[src/rtl/adder_arbiter_if.sv]
// Requester-side and adder-side handshake bundle for adder_arbiter.
// master: the arbiter; slave: requesters plus the shared adder.
interface adder_arbiter_if #(
  parameter int unsigned NUM_REQ    = 4,
  parameter int unsigned cell_width = 32
);
  logic [NUM_REQ-1:0]            req_valid;
  logic [NUM_REQ-1:0]            req_ready;
  logic [NUM_REQ*cell_width-1:0] req_a;
  logic [NUM_REQ*cell_width-1:0] req_b;
  logic [NUM_REQ-1:0]            resp_valid;
  logic [NUM_REQ-1:0]            resp_ack;
  logic [cell_width-1:0]         resp_z;
  logic                          resp_err;
  logic [cell_width-1:0]         add_a;
  logic [cell_width-1:0]         add_b;
  logic [cell_width-1:0]         add_z;
  logic                          add_a_stb;
  logic                          add_b_stb;
  logic                          add_z_ack;
  logic                          add_rst;
  logic                          add_z_stb;
  logic                          add_a_ack;
  logic                          add_b_ack;

  modport master (
    input  req_valid, req_a, req_b, resp_ack, add_z, add_z_stb, add_a_ack, add_b_ack,
    output req_ready, resp_valid, resp_z, resp_err, add_a, add_b, add_a_stb, add_b_stb,
           add_z_ack, add_rst
  );

  modport slave (
    output req_valid, req_a, req_b, resp_ack, add_z, add_z_stb, add_a_ack, add_b_ack,
    input  req_ready, resp_valid, resp_z, resp_err, add_a, add_b, add_a_stb, add_b_stb,
           add_z_ack, add_rst
  );
endinterface

[src/rtl/adder_arbiter.sv]
// Round-robin sharing of one handshaked adder among NUM_REQ requesters, one op in flight.
// Optional adder watchdog enabled by defining ARB_TIMEOUT_EN.
module adder_arbiter #(
  parameter int unsigned NUM_REQ    = 4,
  parameter int unsigned cell_width = 32,
  parameter int unsigned TIMEOUT    = 64
) (
  input  logic            in_clk,
  input  logic            in_reset,
  adder_arbiter_if.master bus
);
  localparam int unsigned IDX_W = $clog2(NUM_REQ);

  typedef enum logic [1:0] {StIdle, StIssue, StWait, StResp} state_e;

  state_e                state_q;
  logic [IDX_W-1:0]      ptr_q, owner_q, ptr_next;
  logic [IDX_W-1:0]      grant_idx, cand;
  logic [IDX_W:0]        sum;
  logic                  found;
  logic [NUM_REQ-1:0]    grant_oh, owner_oh;
  logic [NUM_REQ-1:0]    req_ready_q, resp_valid_q;
  logic [cell_width-1:0] resp_z_q, add_a_q, add_b_q, sel_a, sel_b;
  logic                  a_stb_q, b_stb_q, z_ack_q, add_rst_q;
  logic                  a_done, b_done;

  // First valid requester at or after ptr, wrapping modulo NUM_REQ.
  always_comb begin
    found     = 1'b0;
    grant_idx = '0;
    sum       = '0;
    cand      = '0;
    sel_a     = '0;
    sel_b     = '0;
    for (int k = 0; k < NUM_REQ; k++) begin
      sum  = {1'b0, ptr_q} + (IDX_W+1)'(k);
      cand = (sum >= (IDX_W+1)'(NUM_REQ)) ? IDX_W'(sum - (IDX_W+1)'(NUM_REQ)) : sum[IDX_W-1:0];
      if (!found && bus.req_valid[cand]) begin
        found     = 1'b1;
        grant_idx = cand;
      end
    end
    for (int i = 0; i < NUM_REQ; i++) begin
      if (grant_idx == IDX_W'(i)) begin
        sel_a = bus.req_a[i*cell_width +: cell_width];
        sel_b = bus.req_b[i*cell_width +: cell_width];
      end
    end
  end

  assign grant_oh = NUM_REQ'(1) << grant_idx;
  assign owner_oh = NUM_REQ'(1) << owner_q;
  assign ptr_next = (owner_q == IDX_W'(NUM_REQ - 1)) ? '0 : owner_q + 1'b1;
  // A strobe that is already low means its ack was taken earlier.
  assign a_done   = !a_stb_q || bus.add_a_ack;
  assign b_done   = !b_stb_q || bus.add_b_ack;

`ifdef ARB_TIMEOUT_EN
  localparam int unsigned CNT_W = $clog2(TIMEOUT + 1);
  logic [CNT_W-1:0] cnt_q;
  logic             resp_err_q;
`endif

  always_ff @(posedge in_clk or negedge in_reset) begin
    if (!in_reset) begin
      state_q      <= StIdle;
      ptr_q        <= '0;
      owner_q      <= '0;
      req_ready_q  <= '0;
      resp_valid_q <= '0;
      resp_z_q     <= '0;
      add_a_q      <= '0;
      add_b_q      <= '0;
      a_stb_q      <= 1'b0;
      b_stb_q      <= 1'b0;
      z_ack_q      <= 1'b0;
      add_rst_q    <= 1'b1;
`ifdef ARB_TIMEOUT_EN
      cnt_q        <= '0;
      resp_err_q   <= 1'b0;
`endif
    end else begin
      add_rst_q   <= 1'b0;
      req_ready_q <= '0;
      z_ack_q     <= 1'b0;
      case (state_q)
        StIdle: begin
          if (found) begin
            owner_q     <= grant_idx;
            add_a_q     <= sel_a;
            add_b_q     <= sel_b;
            req_ready_q <= grant_oh;
            a_stb_q     <= 1'b1;
            b_stb_q     <= 1'b1;
            state_q     <= StIssue;
`ifdef ARB_TIMEOUT_EN
            cnt_q       <= '0;
`endif
          end
        end
        StIssue: begin
          if (bus.add_a_ack) a_stb_q <= 1'b0;
          if (bus.add_b_ack) b_stb_q <= 1'b0;
          if (a_done && b_done) state_q <= StWait;
        end
        StWait: begin
          if (bus.add_z_stb) begin
            resp_z_q     <= bus.add_z;
            z_ack_q      <= 1'b1;
            resp_valid_q <= owner_oh;
            state_q      <= StResp;
          end
        end
        StResp: begin
          if (bus.resp_ack[owner_q]) begin
            resp_valid_q <= '0;
            ptr_q        <= ptr_next;
            state_q      <= StIdle;
`ifdef ARB_TIMEOUT_EN
            resp_err_q   <= 1'b0;
`endif
          end
        end
        default: state_q <= StIdle;
      endcase
`ifdef ARB_TIMEOUT_EN
      // A real result arriving on the expiry edge wins over the watchdog.
      if (state_q == StIssue || state_q == StWait) begin
        if (cnt_q == CNT_W'(TIMEOUT - 1) && !(state_q == StWait && bus.add_z_stb)) begin
          add_rst_q    <= 1'b1;
          a_stb_q      <= 1'b0;
          b_stb_q      <= 1'b0;
          resp_err_q   <= 1'b1;
          resp_z_q     <= '0;
          resp_valid_q <= owner_oh;
          state_q      <= StResp;
        end else begin
          cnt_q <= cnt_q + 1'b1;
        end
      end
`endif
    end
  end

  assign bus.req_ready  = req_ready_q;
  assign bus.resp_valid = resp_valid_q;
  assign bus.resp_z     = resp_z_q;
  assign bus.add_a      = add_a_q;
  assign bus.add_b      = add_b_q;
  assign bus.add_a_stb  = a_stb_q;
  assign bus.add_b_stb  = b_stb_q;
  assign bus.add_z_ack  = z_ack_q;
  assign bus.add_rst    = add_rst_q;

`ifdef ARB_TIMEOUT_EN
  assign bus.resp_err = resp_err_q;
`else
  logic unused_timeout;
  assign unused_timeout = ^TIMEOUT;
  assign bus.resp_err   = 1'b0;
`endif
endmodule
[src/flat_wrapper.sv]
// flat-port wrapper written by rule: the top's interface ports become plain ports
module adder_arbiter_flat 
#(
  parameter int unsigned NUM_REQ    = 4,
  parameter int unsigned cell_width = 32,
  parameter int unsigned TIMEOUT    = 64
)
  (in_clk, in_reset, bus_req_valid, bus_req_a, bus_req_b, bus_resp_ack, bus_add_z, bus_add_z_stb, bus_add_a_ack, bus_add_b_ack, bus_req_ready, bus_resp_valid, bus_resp_z, bus_resp_err, bus_add_a, bus_add_b, bus_add_a_stb, bus_add_b_stb, bus_add_z_ack, bus_add_rst);
  adder_arbiter_if #(.NUM_REQ(NUM_REQ), .cell_width(cell_width)) bus_i ();
  input  logic in_clk;
  input  logic in_reset;
  input wire logic [$bits(bus_i.req_valid)-1:0] bus_req_valid;
  input wire logic [$bits(bus_i.req_a)-1:0] bus_req_a;
  input wire logic [$bits(bus_i.req_b)-1:0] bus_req_b;
  input wire logic [$bits(bus_i.resp_ack)-1:0] bus_resp_ack;
  input wire logic [$bits(bus_i.add_z)-1:0] bus_add_z;
  input wire logic [$bits(bus_i.add_z_stb)-1:0] bus_add_z_stb;
  input wire logic [$bits(bus_i.add_a_ack)-1:0] bus_add_a_ack;
  input wire logic [$bits(bus_i.add_b_ack)-1:0] bus_add_b_ack;
  output wire logic [$bits(bus_i.req_ready)-1:0] bus_req_ready;
  output wire logic [$bits(bus_i.resp_valid)-1:0] bus_resp_valid;
  output wire logic [$bits(bus_i.resp_z)-1:0] bus_resp_z;
  output wire logic [$bits(bus_i.resp_err)-1:0] bus_resp_err;
  output wire logic [$bits(bus_i.add_a)-1:0] bus_add_a;
  output wire logic [$bits(bus_i.add_b)-1:0] bus_add_b;
  output wire logic [$bits(bus_i.add_a_stb)-1:0] bus_add_a_stb;
  output wire logic [$bits(bus_i.add_b_stb)-1:0] bus_add_b_stb;
  output wire logic [$bits(bus_i.add_z_ack)-1:0] bus_add_z_ack;
  output wire logic [$bits(bus_i.add_rst)-1:0] bus_add_rst;
  assign bus_i.req_valid = bus_req_valid;
  assign bus_i.req_a = bus_req_a;
  assign bus_i.req_b = bus_req_b;
  assign bus_i.resp_ack = bus_resp_ack;
  assign bus_i.add_z = bus_add_z;
  assign bus_i.add_z_stb = bus_add_z_stb;
  assign bus_i.add_a_ack = bus_add_a_ack;
  assign bus_i.add_b_ack = bus_add_b_ack;
  assign bus_req_ready = bus_i.req_ready;
  assign bus_resp_valid = bus_i.resp_valid;
  assign bus_resp_z = bus_i.resp_z;
  assign bus_resp_err = bus_i.resp_err;
  assign bus_add_a = bus_i.add_a;
  assign bus_add_b = bus_i.add_b;
  assign bus_add_a_stb = bus_i.add_a_stb;
  assign bus_add_b_stb = bus_i.add_b_stb;
  assign bus_add_z_ack = bus_i.add_z_ack;
  assign bus_add_rst = bus_i.add_rst;
  adder_arbiter #(.NUM_REQ(NUM_REQ), .cell_width(cell_width), .TIMEOUT(TIMEOUT)) u_core (.in_clk(in_clk), .in_reset(in_reset), .bus(bus_i));
endmodule
[config.mk]
export PLATFORM = sky130hd
export DESIGN_NAME = adder_arbiter_flat
export DESIGN_NICKNAME = d
export VERILOG_FILES = /design/src/rtl/adder_arbiter_if.sv /design/src/rtl/adder_arbiter.sv /design/src/flat_wrapper.sv
export SDC_FILE = /design/constraint.sdc
export NUM_CORES = 1
export LEC_CHECK = 0
export CORE_AREA = 2 2 161 163
export CTS_CLUSTER_SIZE = 20
export DETAILED_ROUTE_END_ITERATION = 12
export DIE_AREA = 0 0 163 165
export GPL_TIMING_DRIVEN = 0
export SYNTH_ARGS = -nofsm -noshare
export SYNTH_HDL_FRONTEND = slang
export SYNTH_SLANG_ARGS = --single-unit
[constraint.sdc]
create_clock -name in_clk -period 1.9 [get_ports in_clk]
set_input_delay 0.285 -clock in_clk [delete_from_list [all_inputs] [get_ports in_clk]]
set_output_delay 0.285 -clock in_clk [all_outputs]
set_load 0.02 [all_outputs]
# [After elaboration in Yosys (flattened, before gate mapping)]
# Cells that the tools add are included.
[op_classes] mul=0 n_div=0 n_shift=2 n_reduce_logical=22 eq_ne=13 addsub=8 magnitude_cmp=9 bitwise_logic=0 muxes=48
[op_table] operator="2-to-1 mux 32 bit" n=8
[op_table] operator="2-to-1 mux 2 bit" n=13
[op_table] operator="2-to-1 mux 4 bit" n=4
[op_table] operator="less-than comparator 2 x 3 -> 1 bit (second input constant)" n=5
[op_table] operator="2-to-1 mux 1 bit" n=14
[op_table] operator="binary-select mux 1 bit (select 2 bit)" n=5
[op_table] operator="== test 2 bit (second input constant)" n=5
[op_table] operator="greater-or-equal comparator 3 bit (second input constant)" n=3
[op_table] operator="AND reduction 3 bit" n=3
[op_table] operator="case mux 2 bit (4 select lines)" n=1
[op_table] operator="case mux 4 bit (2 select lines)" n=1
[op_table] operator="<< shifter 1 x 2 -> 4 bit (first input constant)" n=2
[op_table] operator="subtractor 2 x 1 -> 2 bit (second input constant)" n=4
[op_table] operator="adder 2 x 2 -> 3 bit (second input constant)" n=2
[op_table] operator="!= test 2 x 1 -> 1 bit (second input constant)" n=3
[op_table] operator="!= test 2 bit (second input constant)" n=3
[op_table] operator="AND reduction 2 bit" n=3
[op_table] operator="logical NOT 1 bit" n=5
[op_table] operator="== test 2 x 1 -> 1 bit (second input constant)" n=2
[op_table] operator="logical AND 1 bit" n=4
[op_table] operator="logical NOT 2 bit" n=2
[op_table] operator="case mux 1 bit (2 select lines)" n=2
[op_table] operator="AND reduction 4 bit" n=1
[op_table] operator="nonzero test 2 bit" n=2
[op_table] operator="4 further kinds" n=5
[totals] ram_bits=0 latchBits=0 regBits=114 input_bits=301 rom_bits=0 out_inout_bits=109 memories=0

# [Logic depth before layout (Yosys ltp)]
# Gate-level depths: netlist of the first run.
[depth] ltp_word=19 depth_mapped=9

# [Least setup slack after synthesis of the first run]
# Ideal clock, no wire load.
[synth_timing] kind="flip-flop to flip-flop" start="register u_core.ptr_q[1]" end="register u_core.add_b_q[0] (netlist: u_core.bus.add_b[0])" path_slack_ns=0.159 path_buffers=4 setup_ns=0.124 synth_period_minus_slack_ns=1.741 arrival_ns=1.617 stages_incl_launch_ff=10 t_required_ns=1.776 path_cell_list="dfrtp_1 > buf_2 > mux2_4 > o22ai_2 > buf_4 > nor2_2 > buf_6 > buf_6 > a211oi_2 > o21ai_1"
[synth_between] elab_chain_len=19
[synth_lines] element="from (decl)" line="adder_arbiter.sv:17" text="logic [IDX_W-1:0] ptr_q, owner_q, ptr_next;"
[synth_lines] element="from (signal assigned)" line="adder_arbiter.sv:117" text="ptr_q <= ptr_next;"
[synth_lines] element="parallel branches: the longest is 19 deep, another holds adder 2 x 1 -> 3 bit"
[synth_lines] element="to (signal assigned)" line="adder_arbiter.sv:91" text="add_b_q <= sel_b;"
[synth_lines] element="to (decl)" line="adder_arbiter.sv:23" text="logic [cell_width-1:0] resp_z_q, add_a_q, add_b_q, sel_a, sel_b;"
# Parallel ways; which one is timed is not known. The select of a mux whose other input is x is not followed.
# A chain may end at the register's enable or synchronous reset.

# [Final worst setup path of the first run]
[layout_timing] start="register u_core.ptr_q[1]" end="register u_core.add_a_q[26] (netlist: u_core.bus.add_a[26])"
[layout_between] elab_chain_len=19
[layout_lines] element="parallel branches: the longest is 19 deep, another holds adder 2 x 1 -> 3 bit"
[layout_lines] element="to (signal assigned)" line="adder_arbiter.sv:90" text="add_a_q <= sel_a;"
[layout_lines] element="to (decl)" line="adder_arbiter.sv:23"
# Parallel ways; which one is timed is not known. The select of a mux whose other input is x is not followed.

==> metrics.md, run 1 <==
| Metric | Value |
|---|---|
| Status | completed |
| Length of the first detailed-routing pass in iterations | 5 |
| DR vias | 7104 |
| Die area | 26900 um2 |
| CTS root buf | clkbuf_16 |
| Inserted Clock Buffers | 17 |
| Area grow syn2layout | 88.4% |
| Core ar. | 25000 um2 |
| Max cap viols | 0 |
| Yosys reg bits | 114 |
| Mux cell area share after synthesis | 0.0657 |
| Largest family of logic cells by synthesized area | compound AO/OA/AOI/OAI gates |
| Number of flops mapped to enable cells by yosys | 0 |
| IO Port Bufs | 408 |
| Fmax | 0.530 GHz |
| CP required | 2.19 ns |
| Tmin final | 1.89 ns |
| Synthesized area per cell | 10.1 um2 |
| CTS tree | built |
| Post-route clock period utilization | 0.993 |
| H-Tree Depth | 4 |
| Total clock sinks | 114 |
| Initial core utilization | 0.256 |
| Final Hold Vio Count | 0 |
| Post-DP HPWL | 23000 um |
| Adder-cell share of the synthesized area | 0.0156 |
| Post-Route WL | 30400 um |
| Final nets | 1389 |
| Async S/R FF share, synth | 1.00 |
| RSZ-0062 raised after global routing | yes |
| Share of post-route cells with drive strength above 1 | 0.191 |
| Max-slew violations | 0 |
| Gr usage total | 0.219 |
| Hold WS | 0.330 ns |
| PD cells | 1500 nW/um2 |
| Total grt overflow | 0 |
| Placer Congestion | 0.856 |
| Hold Path Class | in2async |
| Clock share of power | 0.183 |
| Die Span Y | 165 um |
| Pint | 10.7 mW |
| Initial antenna violation count | 1 |
| Post-DRT Antenna Nets | 0 |
| Xor/xnor share of the synthesized area | 0 |
| Reg2Reg Depth | 9 |
| Per-cell routed wire length | 21.3 um |
| # rows | 58 |
| Ys Warns | 0 |
| Fin area | 12100 um2 |
| Dpl ws | -0.923 ns |
| Footprint of the multi-input gates | 3410 um2 |
| Compound-Gate Fraction of Synth Area | 0.285 |
| Die width | 163 um |
| Syn Inst Count | 636 |
| Clock buffer depth | 2 |
| Switching share of power | 0.411 |
| # IOs | 410 |
| Crit Path Max Fanout | 10 |
| Worst skew pair latency | 0.41 ns |
| Largest net degree at the start of global routing | 83 |
| FF-to-FF Start | u_core.ptr_q[1]$_DFFE_PN0P_ |
| Fin util | 0.482 |
| P_sw | 7.45 mW |
| Leakage | 4.89 nW |
| Reg clk slew, reported paths | 0.06 ns |
| Top_reg_cell synth | dfrtp_1 |
| Logic pwr share | 0.580 |
| Worst vdd ir | 0.644 mV |
| Synth cell types | 50 |
| Worst Setup Slack, final | 0.0139 ns |
| Post-Syn Area | 6400 um2 |
| R2r setup slk | 0.01 ns |
| Crit path DAT | 2.18 ns |
| FF+latch area | 2860 um2 |
| Via/cell ratio | 4.99 |
| First-pass GRT wire length | 43900 um |
| Post-place instance area | 10900 um2 |
| Fillers | 2406 |
| Fin Clk Skew | 0.00479 ns |
| Post-synthesis simple-gate area fraction | 0.130 |
| Detailed-route DRC error count | 0 |
| Flop pwr share | 0.237 |
| DRT iter0 DRCs | 361 |
| Register area share after synthesis | 0.446 |
| Vias in the first global route | 7383 |
| Worst setup EP type | flop |
| Setup Viol. Count Final | 0 |
| R2r endpoint | u_core.bus.add_a[26]$_DFFE_PN0P_ |
| Crit Path Category | reg2reg |
| CP Launch Type | flop |
## what timing repair did
item	CTS	global route
hold buffers	1	0
hold endpoints to repair	31	0
endpoints found under the setup margin	97	69
gates resized for setup	79	57
cloned	0	1
setup buffers	6	7
pin swaps	3	8
## cell families after synthesis
group,after synthesis
DFF,114
AOI/OAI and AO/OA,236
buffers and inverters,77
adders and majority gates,8
muxes,36
and+or+nand+nor,164
other,1
## stage by stage
stage / total power [mW] / setup TNS (ns) / cells
CTS: 17.9 / -0.0228 / 1415
global placement: 14.0 / -546.25 / 1375
global route: 19.2 / -0.460 / 1424
detailed placement: 14.1 / -50.20 / 1376
finish: 18.1 / 0 / 1424
floorplan: 9.51 / 0 / 637
## metal layers
layer | global-route usage | part of all wire | vias up
met1 | 0.250 | 0.39 | 3387
met2 | 0.392 | 0.51 | 349
li1 | - | - | 3334
met3 | 0.0623 | 0.088 | 34
met4 | 0.0756 | 0.018 | 0
met5 | 0 | 0 | -
## flip-flops by register name, summed over array words and instances (netlist names)
signal	cells
u_core.bus.add_z_ack	1
u_core.bus.add_b_stb	1
u_core.ptr_q	2
u_core.state_q	2
u_core.bus.resp_valid	4
u_core.bus.req_ready	4
u_core.bus.add_a	32
u_core.owner_q	2
u_core.bus.add_b	32
u_core.bus.add_rst	1
u_core.bus.resp_z	32
u_core.bus.add_a_stb	1
## layout make-up
| cell class | instances | area share |
|---|---|---|
| repair buffers | 424 | 0.353 |
| well taps | 330 | 0.0342 |
| multi-input cells | 446 | 0.283 |
| inverters | 12 | 0.00374 |
| diodes | 1 | 0.000208 |
| clock buffers | 18 | 0.0356 |
| plain buffers | 65 | 0.0404 |
| flip-flops and latches | 114 | 0.237 |
| clock inverters | 14 | 0.0135 |
## worst max-delay path by stage
stage	endpoint	slack [ns]	startpoint	depth (start not counted)
CTS	u_core.bus.add_a[26]$_DFFE_PN0P_	-0.02	u_core.ptr_q[1]$_DFFE_PN0P_	9
global placement	u_core.bus.add_b[13]$_DFFE_PN0P_	-4.38	in_reset	1
floorplan	u_core.bus.add_b[0]$_DFFE_PN0P_	0.16	u_core.ptr_q[1]$_DFFE_PN0P_	9
finish	u_core.bus.add_a[26]$_DFFE_PN0P_	0.01	u_core.ptr_q[1]$_DFFE_PN0P_	9
detailed placement	u_core.bus.add_b[24]$_DFFE_PN0P_	-0.92	bus_req_valid[1]	7
global route	u_core.bus.add_a[26]$_DFFE_PN0P_	-0.06	u_core.ptr_q[1]$_DFFE_PN0P_	8
## layout by cell type, fill, tap and decap left out, types with 17 or more instances in the layout
cell,n
a211oi_2,32
a21oi_1,26
and3_1,47
buf_4,23
clkbuf_16,17
clkdlybuf4s50_1,403
dfrtp_1,112
mux2_2,34
nand2_1,66
o21ai_0,17
o21ai_1,39
o221ai_1,42
## worst max-delay path, stage by stage (launching register included)
cell,delay (ns)
dfrtp_1,0.37
buf_6,0.14
mux2_4,0.31
o22ai_4,0.17
buf_6,0.15
nor2_4,0.04
buf_8,0.15
buf_12,0.15
a211oi_4,0.18
o21ai_1,0.10
## cells in the mapped netlist (3+ instances only)
cell,number,area share
a211oi_1,27,0.032
a211oi_2,20,0.039
a21o_1,9,0.011
a21oi_1,29,0.023
a221o_1,10,0.016
and3_1,47,0.046
buf_1,5,0.0029
buf_2,22,0.017
buf_4,7,0.0082
buf_6,3,0.0053
clkbuf_1,28,0.016
dfrtp_1,113,0.44
ha_1,8,0.016
inv_1,11,0.0065
mux2_2,34,0.060
nand2_1,66,0.039
nand3_1,10,0.0078
nand3b_1,8,0.0094
nor2_1,11,0.0065
nor3_1,12,0.0094
o2111ai_1,8,0.011
o211a_1,9,0.014
o21ai_0,23,0.018
o21ai_1,33,0.026
o221ai_1,45,0.062
o311ai_1,8,0.011
o31ai_1,3,0.0035
## power groups by stage
| stage | clock network (mW) | logic, mW | registers, mW |
|---|---|---|---|
| finish | 3.31 | 10.5 | 4.29 |
| CTS | 3.37 | 10.3 | 4.31 |
| global route | 3.50 | 11.3 | 4.45 |
| detailed placement | 0 | 9.80 | 4.33 |
| floorplan | 0 | 3.90 | 5.61 |
| global placement | 0 | 9.73 | 4.30 |
Note: power is estimated with default switching activity, not from simulation.
==> inputs of run 2 (changes only) <==
--- a/config.mk
+++ b/config.mk
@@ -10,6 +10,7 @@
 export DETAILED_ROUTE_END_ITERATION = 12
 export DIE_AREA = 0 0 163 165
 export GPL_TIMING_DRIVEN = 0
+export SKIP_LAST_GASP = 1
 export SYNTH_ARGS = -nofsm -noshare
 export SYNTH_HDL_FRONTEND = slang
 export SYNTH_SLANG_ARGS = --single-unit
==> run 2 against run 1 <==
  * The flow now finishes with violations (negative setup slack)
  * Setup slack got worse by 0.021 ns
  * Hold slack lost 0.0019 ns
  * Final area down 0.44%
  * Largest cell class unchanged
==> metrics.md, run 2 (synthesis gave the netlist of run 1 again) <==
| Metric | Value |
|---|---|
| Status | finished with violations |
| Failing checks | negative setup slack |
| Worst setup EP type | flop |
| Commonest non-fill, non-tap cell in the layout | clkdlybuf4s50_1 |
| Die Span Y | 165 um |
| Leakage | 4.88 nW |
| CP Launch Type | flop |
| Inserted Clock Buffers | 17 |
| Final Hold Vio Count | 0 |
| Placed Instances | 1376 |
| FF-to-FF Start | u_core.ptr_q[1]$_DFFE_PN0P_ |
| Initial core utilization | 0.256 |
| Tmin final | 1.91 ns |
| Fin util | 0.480 |
| Setup Viol. Count Final | 1 |
| Post-route clock period utilization | 1.00 |
| Core ar. | 25000 um2 |
| Worst skew pair latency | 0.42 ns |
| Crit Path Category | reg2reg |
| Initial antenna violation count | 1 |
| Fin area | 12000 um2 |
| PD cells | 1500 nW/um2 |
| Worst-Margin Slew | 0.524 ns |
| Post-DRT Antenna Nets | 0 |
| FF+latch area | 2860 um2 |
| Hold WS | 0.328 ns |
| Length of the first detailed-routing pass in iterations | 5 |
| Post-DP HPWL | 23000 um |
| Worst Setup EP | u_core.bus.add_b[7]$_DFFE_PN0P_ |
| Most frequent cells in the layout | 403 x clkdlybuf4s50_1, 112 x dfrtp_1, 66 x nand2_1 |
| Die width | 163 um |
| Total clock sinks | 114 |
| Fin Clk Skew | 0.00535 ns |
| Gr usage total | 0.219 |
| Fin cells | 1422 |
| DR vias | 7111 |
| CP required | 2.25 ns |
| Max-slew violations | 0 |
| Die area | 26900 um2 |
| Fmax | 0.524 GHz |
| Reg clk slew, reported paths | 0.06 ns |
| Crit Path Max Fanout | 9 |
| Placer Congestion | 0.856 |
| RSZ-0062 raised after global routing | yes |
| Setup crit start | u_core.ptr_q[1]$_DFFE_PN0P_ |
| CTS root buf | clkbuf_16 |
| Fillers | 2418 |
| Footprint of the multi-input gates | 3370 um2 |
| Crit path DAT | 2.25 ns |
| R2r endpoint | u_core.bus.add_b[7]$_DFFE_PN0P_ |
| Total grt overflow | 0 |
| Share of post-route cells with drive strength above 1 | 0.183 |
| Post-place instance area | 10900 um2 |
| Worst Setup Slack, final | -0.00717 ns |
| Detailed-route DRC error count | 0 |
| # rows | 58 |
| Post-Route WL | 30200 um |
| Per-cell routed wire length | 21.3 um |
| Final nets | 1387 |
| H-Tree Depth | 4 |
| Reg2Reg Depth | 8 |
| Clock buffer depth | 2 |
| Via/cell ratio | 5.00 |
| R2r setup slk | -0.007 ns |
| Vias in the first global route | 7371 |
| CTS tree | built |
| Area grow syn2layout | 87.6% |
| DRT iter0 DRCs | 392 |
| First-pass GRT wire length | 43900 um |
| Rel. slew slack | 0.651 |
| Worst vdd ir | 0.644 mV |
| Hold Path Class | in2async |
| # IOs | 410 |
| IO Port Bufs | 408 |
| Largest net degree at the start of global routing | 83 |
| Max cap viols | 0 |
-- run 2: power by group --
part | total [mW] | switching [mW] | internal (mW) | leakage (nW)
logic | 10.4 | 5.50 | 4.91 | 3.23
registers | 4.30 | 0.659 | 3.64 | 1.37
clock network | 3.32 | 1.26 | 2.06 | 0.282
-- run 2: routing by layer --
metal / part of all wire / track usage
met5: 0 / 0
met4: 0.017 / 0.0760
met3: 0.084 / 0.0628
met2: 0.51 / 0.390
met1: 0.39 / 0.250
-- run 2: worst max-delay path: stages, from the launching register on --
cell,delay [ns]
dfrtp_1,0.37
buf_6,0.14
mux2_4,0.31
o22ai_4,0.17
buf_6,0.14
buf_12,0.11
nor3_1,0.05
o311ai_1,0.34
o211a_1,0.21
-- run 2: metrics by stage --
stage / TNS [ns] / total power, mW / setup WS (ns)
after global placement: -546.25 / 14.0 / -4.38
after global routing: -0.759 / 19.1 / -0.0500
after detailed placement: -50.20 / 14.1 / -0.923
after CTS: -0.0513 / 17.9 / -0.0362
final: -0.00717 / 18.0 / -0.00717
after floorplan: 0 / 9.51 / 0.159
-- run 2: worst min-delay path by stage --
stage | end | slack, ns
global placement | u_core.bus.add_a[7]$_DFFE_PN0P_ | 0.46
global route | u_core.bus.resp_z[10]$_DFFE_PN0P_ | 0.35
CTS | u_core.bus.resp_z[3]$_DFFE_PN0P_ | 0.32
detailed placement | u_core.bus.resp_z[3]$_DFFE_PN0P_ | 0.20
floorplan | u_core.bus.add_a[0]$_DFFE_PN0P_ | -0.01
finish | u_core.bus.resp_z[3]$_DFFE_PN0P_ | 0.33
-- run 2: what timing repair did --
action                     CTS  global route
pin swaps                    3            10
gates resized for setup     75            43
cloned                       0             1
setup buffers                6             5
hold buffers                 1             0
setup endpoints to repair   97            69
hold endpoints to repair    31             0
-- run 2: area by class of cell --
cell class,count,area share
clock buffers,18,0.0357
flip-flops and latches,114,0.238
inverters,12,0.00375
well taps,330,0.0344
clock inverters,14,0.0135
repair buffers,422,0.355
diodes,1,0.000208
multi-input cells,446,0.281
plain buffers,65,0.0390
==> inputs of run 3 (changes only) <==
--- a/config.mk
+++ b/config.mk
@@ -5,11 +5,13 @@
 export SDC_FILE = /design/constraint.sdc
 export NUM_CORES = 1
 export LEC_CHECK = 0
-export CORE_AREA = 2 2 161 163
+export ABC_AREA = 1
+export CORE_AREA = 2 2 158 160
 export CTS_CLUSTER_SIZE = 20
 export DETAILED_ROUTE_END_ITERATION = 12
-export DIE_AREA = 0 0 163 165
+export DIE_AREA = 0 0 160 162
 export GPL_TIMING_DRIVEN = 0
+export PLACE_DENSITY = 0.66
 export SKIP_LAST_GASP = 1
 export SYNTH_ARGS = -nofsm -noshare
 export SYNTH_HDL_FRONTEND = slang
==> run 3 against run 2 <==
  * The flow still finishes with violations (negative setup slack)
  * Sequential share of layout area down 3.2 points
  * Via count rose by 28%
  * Combinational power grew 87%
  * Utilization increased by 9.7 points
  * Non-clock buffer count up 15
  * Final area grew 16%
  * Cell count is 42% higher
  * Critical path type unchanged
  * Critical endpoint is now u_core.bus.add_a[16]$_DFFE_PN0P_
  * Global-route usage up 2.6 points
  * Register-to-register slack got worse by 0.40 ns
  * Clock power is 2% lower
  * Clock skew increased by 0.0058 ns
==> metrics.md, run 3 <==
| Metric | Value |
|---|---|
| Status | finished with violations |
| Failing checks | negative setup slack |
| Share of the synthesized area in the top cell type | 0.377 |
| Vias in the first global route | 8770 |
| H-Tree Depth | 4 |
| Reg clk slew, reported paths | 0.07 ns |
| Most common library cells after synthesis | 516 x nand2_1, 194 x inv_1, 132 x nor2_1 |
| Worst path depth | 16 |
| # IOs | 410 |
| Fmax | 0.434 GHz |
| Worst skew pair latency | 0.42 ns |
| Worst setup EP type | flop |
| Rel. slew slack | 0.529 |
| Placer Congestion | 0.891 |
| Die width | 160 um |
| Worst vdd ir | 0.933 mV |
| Number of flops mapped to enable cells by yosys | 0 |
| RSZ-0062 raised after global routing | yes |
| PD cells | 1930 nW/um2 |
| Max-slew violations | 0 |
| Setup crit start | u_core.ptr_q[0]$_DFFE_PN0P_ |
| Most frequent cell after synthesis | nand2_1 |
| Synthesized area per cell | 6.18 um2 |
| Total clock sinks | 114 |
| Max cap viols | 0 |
| Post-Route WL | 33900 um |
| Worst-Margin Slew | 0.707 ns |
| Syn Inst Count | 1214 |
| Total grt overflow | 0 |
| # rows | 57 |
| Fin Clk Skew | 0.0112 ns |
| Core ar. | 24100 um2 |
| Clock buffer depth | 2 |
| Area grow syn2layout | 85.1% |
| Crit Path Max Fanout | 10 |
| CP Buf/Inv Count | 4 |
| Total Power | 26.9 mW |
| Die area | 25900 um2 |
| CP required | 2.21 ns |
| Reg2Reg Depth | 16 |
| Worst-path cell chain | buf_6 -> nand2_2 -> nand2_2 -> nand2_2 -> nand2_1 -> nand2_2 -> nand2_1 -> nor2_4 -> buf_12 -> nor2_4 -> buf_4 -> clkbuf_4 -> nor2_1 -> nand3_2 -> nand2_1 -> nand2_1 |
| Most frequent cells in the layout | 464 x nand2_1, 407 x clkdlybuf4s50_1, 193 x inv_1 |
| Post-route clock period utilization | 1.21 |
| Tmin final | 2.31 ns |
| Ys Warns | 0 |
| Final Hold Vio Count | 0 |
| Gr usage total | 0.245 |
| Die Span Y | 162 um |
| Synth area leader | dfrtp_1 |
| Dpl ws | -0.926 ns |
| Async S/R FF share, synth | 1.00 |
| CP top delay family | simple AND/OR/NAND/NOR gates |
| CTS tree | built |
| Register area share after synthesis | 0.380 |
| CP Launch Type | flop |
| ANT cells | 0 |
| Top_reg_cell synth | dfrtp_1 |
| IO Port Bufs | 408 |
| Per-cell routed wire length | 16.8 um |
| Worst Setup Slack, final | -0.406 ns |
| Detailed-route DRC error count | 0 |
| Share of post-route cells with drive strength above 1 | 0.141 |
| DRT iter0 DRCs | 490 |
| Via/cell ratio | 4.53 |
| Fin util | 0.577 |
| Hold Path Class | in2async |
| CTS root buf | clkbuf_16 |
| Post-DP HPWL | 25200 um |
| Setup_tns | -22.95 ns |
| Highest-delay cell along the critical path | dfrtp_2 |
| R2r setup slk | -0.41 ns |
| Inserted Clock Buffers | 17 |
| Final nets | 1988 |
| First-pass GRT wire length | 48900 um |
| Post-DRT Antenna Nets | 0 |
| Main area contributors after synthesis | dfrtp_1 38%, nand2_1 26%, inv_1 9.7% |
| Initial core utilization | 0.311 |
| Leakage | 7.20 nW |
| Commonest non-fill, non-tap cell in the layout | nand2_1 |
| Largest net degree at the start of global routing | 75 |
| DR vias | 9137 |
| Setup Viol. Count Final | 73 |
| R2r endpoint | u_core.bus.add_a[16]$_DFFE_PN0P_ |
| Post-Syn Area | 7510 um2 |
| Yosys reg bits | 114 |
| Crit Path Category | reg2reg |
| FF-to-FF Start | u_core.ptr_q[0]$_DFFE_PN0P_ |
| Length of the first detailed-routing pass in iterations | 7 |
| Synth cell types | 29 |
| Crit path largest cell delay | 0.47 ns |
| Crit path DAT | 2.62 ns |
| Worst Setup EP | u_core.bus.add_a[16]$_DFFE_PN0P_ |
| Initial antenna violation count | 2 |
-- run 3: cell count changes after synthesis, sizes merged, moves of 35 or more --
cell	change
a211oi	-47
nand2	+453
nand3	+112
mux2	-35
inv	+188
o221ai	-46
and3	-47
nor2	+124
-- run 3: cell families after synthesis --
group | share of synthesized area
buffers and inverters | 0.143
and+or+nand+nor | 0.437
adders and majority gates | 0.0133
other | 0.000500
AOI/OAI and AO/OA | 0.0263
DFF | 0.380
-- run 3: timing repair --
action                                 in CTS  in global routing
buffers inserted                           10                 14
hold buffers                                1                  0
endpoints found under the hold margin      40                  0
pin swaps                                   4                 42
gates cloned                                3                 11
resized for setup                          57                206
setup endpoints to repair                  71                106
-- run 3: power breakdown --
| group | leakage (nW) | switching [mW] | total (mW) | internal, mW |
|---|---|---|---|---|
| logic | 5.49 | 10.8 | 19.4 | 8.52 |
| clock network | 0.286 | 1.38 | 3.25 | 1.87 |
| registers | 1.43 | 0.680 | 4.27 | 3.59 |
-- run 3: layout make-up --
| cell class | instances | area (um2) |
|---|---|---|
| buffer | 57 | 563 |
| clock inverter | 15 | 165 |
| tap | 324 | 405 |
| sequential | 114 | 2860 |
| fill | 2284 | 10200 |
| timing repair inverter | 1 | 5.00 |
| inverter | 200 | 766 |
| multi-input combinational | 843 | 4070 |
| timing repair buffer | 445 | 4640 |
| clock buffer | 17 | 425 |
-- run 3: worst min-delay path by stage --
stage,cells after the start,slack (ns),to
after global placement,2,0.46,u_core.bus.resp_z[24]$_DFFE_PN0P_
final,2,0.34,u_core.bus.add_a[8]$_DFFE_PN0P_
after detailed placement,1,0.23,u_core.bus.add_a[8]$_DFFE_PN0P_
after global routing,2,0.36,u_core.bus.add_a[8]$_DFFE_PN0P_
after floorplan,0,-0.01,u_core.bus.add_a[0]$_DFFE_PN0P_
after CTS,2,0.35,u_core.bus.add_a[8]$_DFFE_PN0P_
-- run 3: worst reg2reg max path, cell delays in order (launching register included) --
cell and delay, ns:
dfrtp_2 0.47, buf_6 0.17, nand2_2 0.08, nand2_2 0.08
nand2_2 0.09, nand2_1 0.08, nand2_2 0.10, nand2_1 0.10
nor2_4 0.14, buf_12 0.15, nor2_4 0.05, buf_4 0.14
clkbuf_4 0.18, nor2_1 0.15, nand3_2 0.10, nand2_1 0.08
nand2_1 0.04
-- run 3: per-layer routing --
metal / GRT usage / part of all wire / routed length (um) / vias up
li1: - / - / - / 4528
met1: 0.286 / 0.40 / 13500 / 4190
met4: 0.0737 / 0.024 / 804 / 2
met2: 0.440 / 0.51 / 17100 / 360
met3: 0.0672 / 0.072 / 2430 / 57
met5: 0 / 0.00038 / 13 / -
-- run 3: metrics by stage --
step | area (um2) | cells | hold slack, ns
CTS | 13000 | 1994 | 0.347
global route | 13900 | 2016 | 0.362
floorplan | 7510 | 1215 | -0.0106
global placement | 12000 | 1947 | 0.461
detailed placement | 12000 | 1948 | 0.232
finish | 13900 | 2016 | 0.337
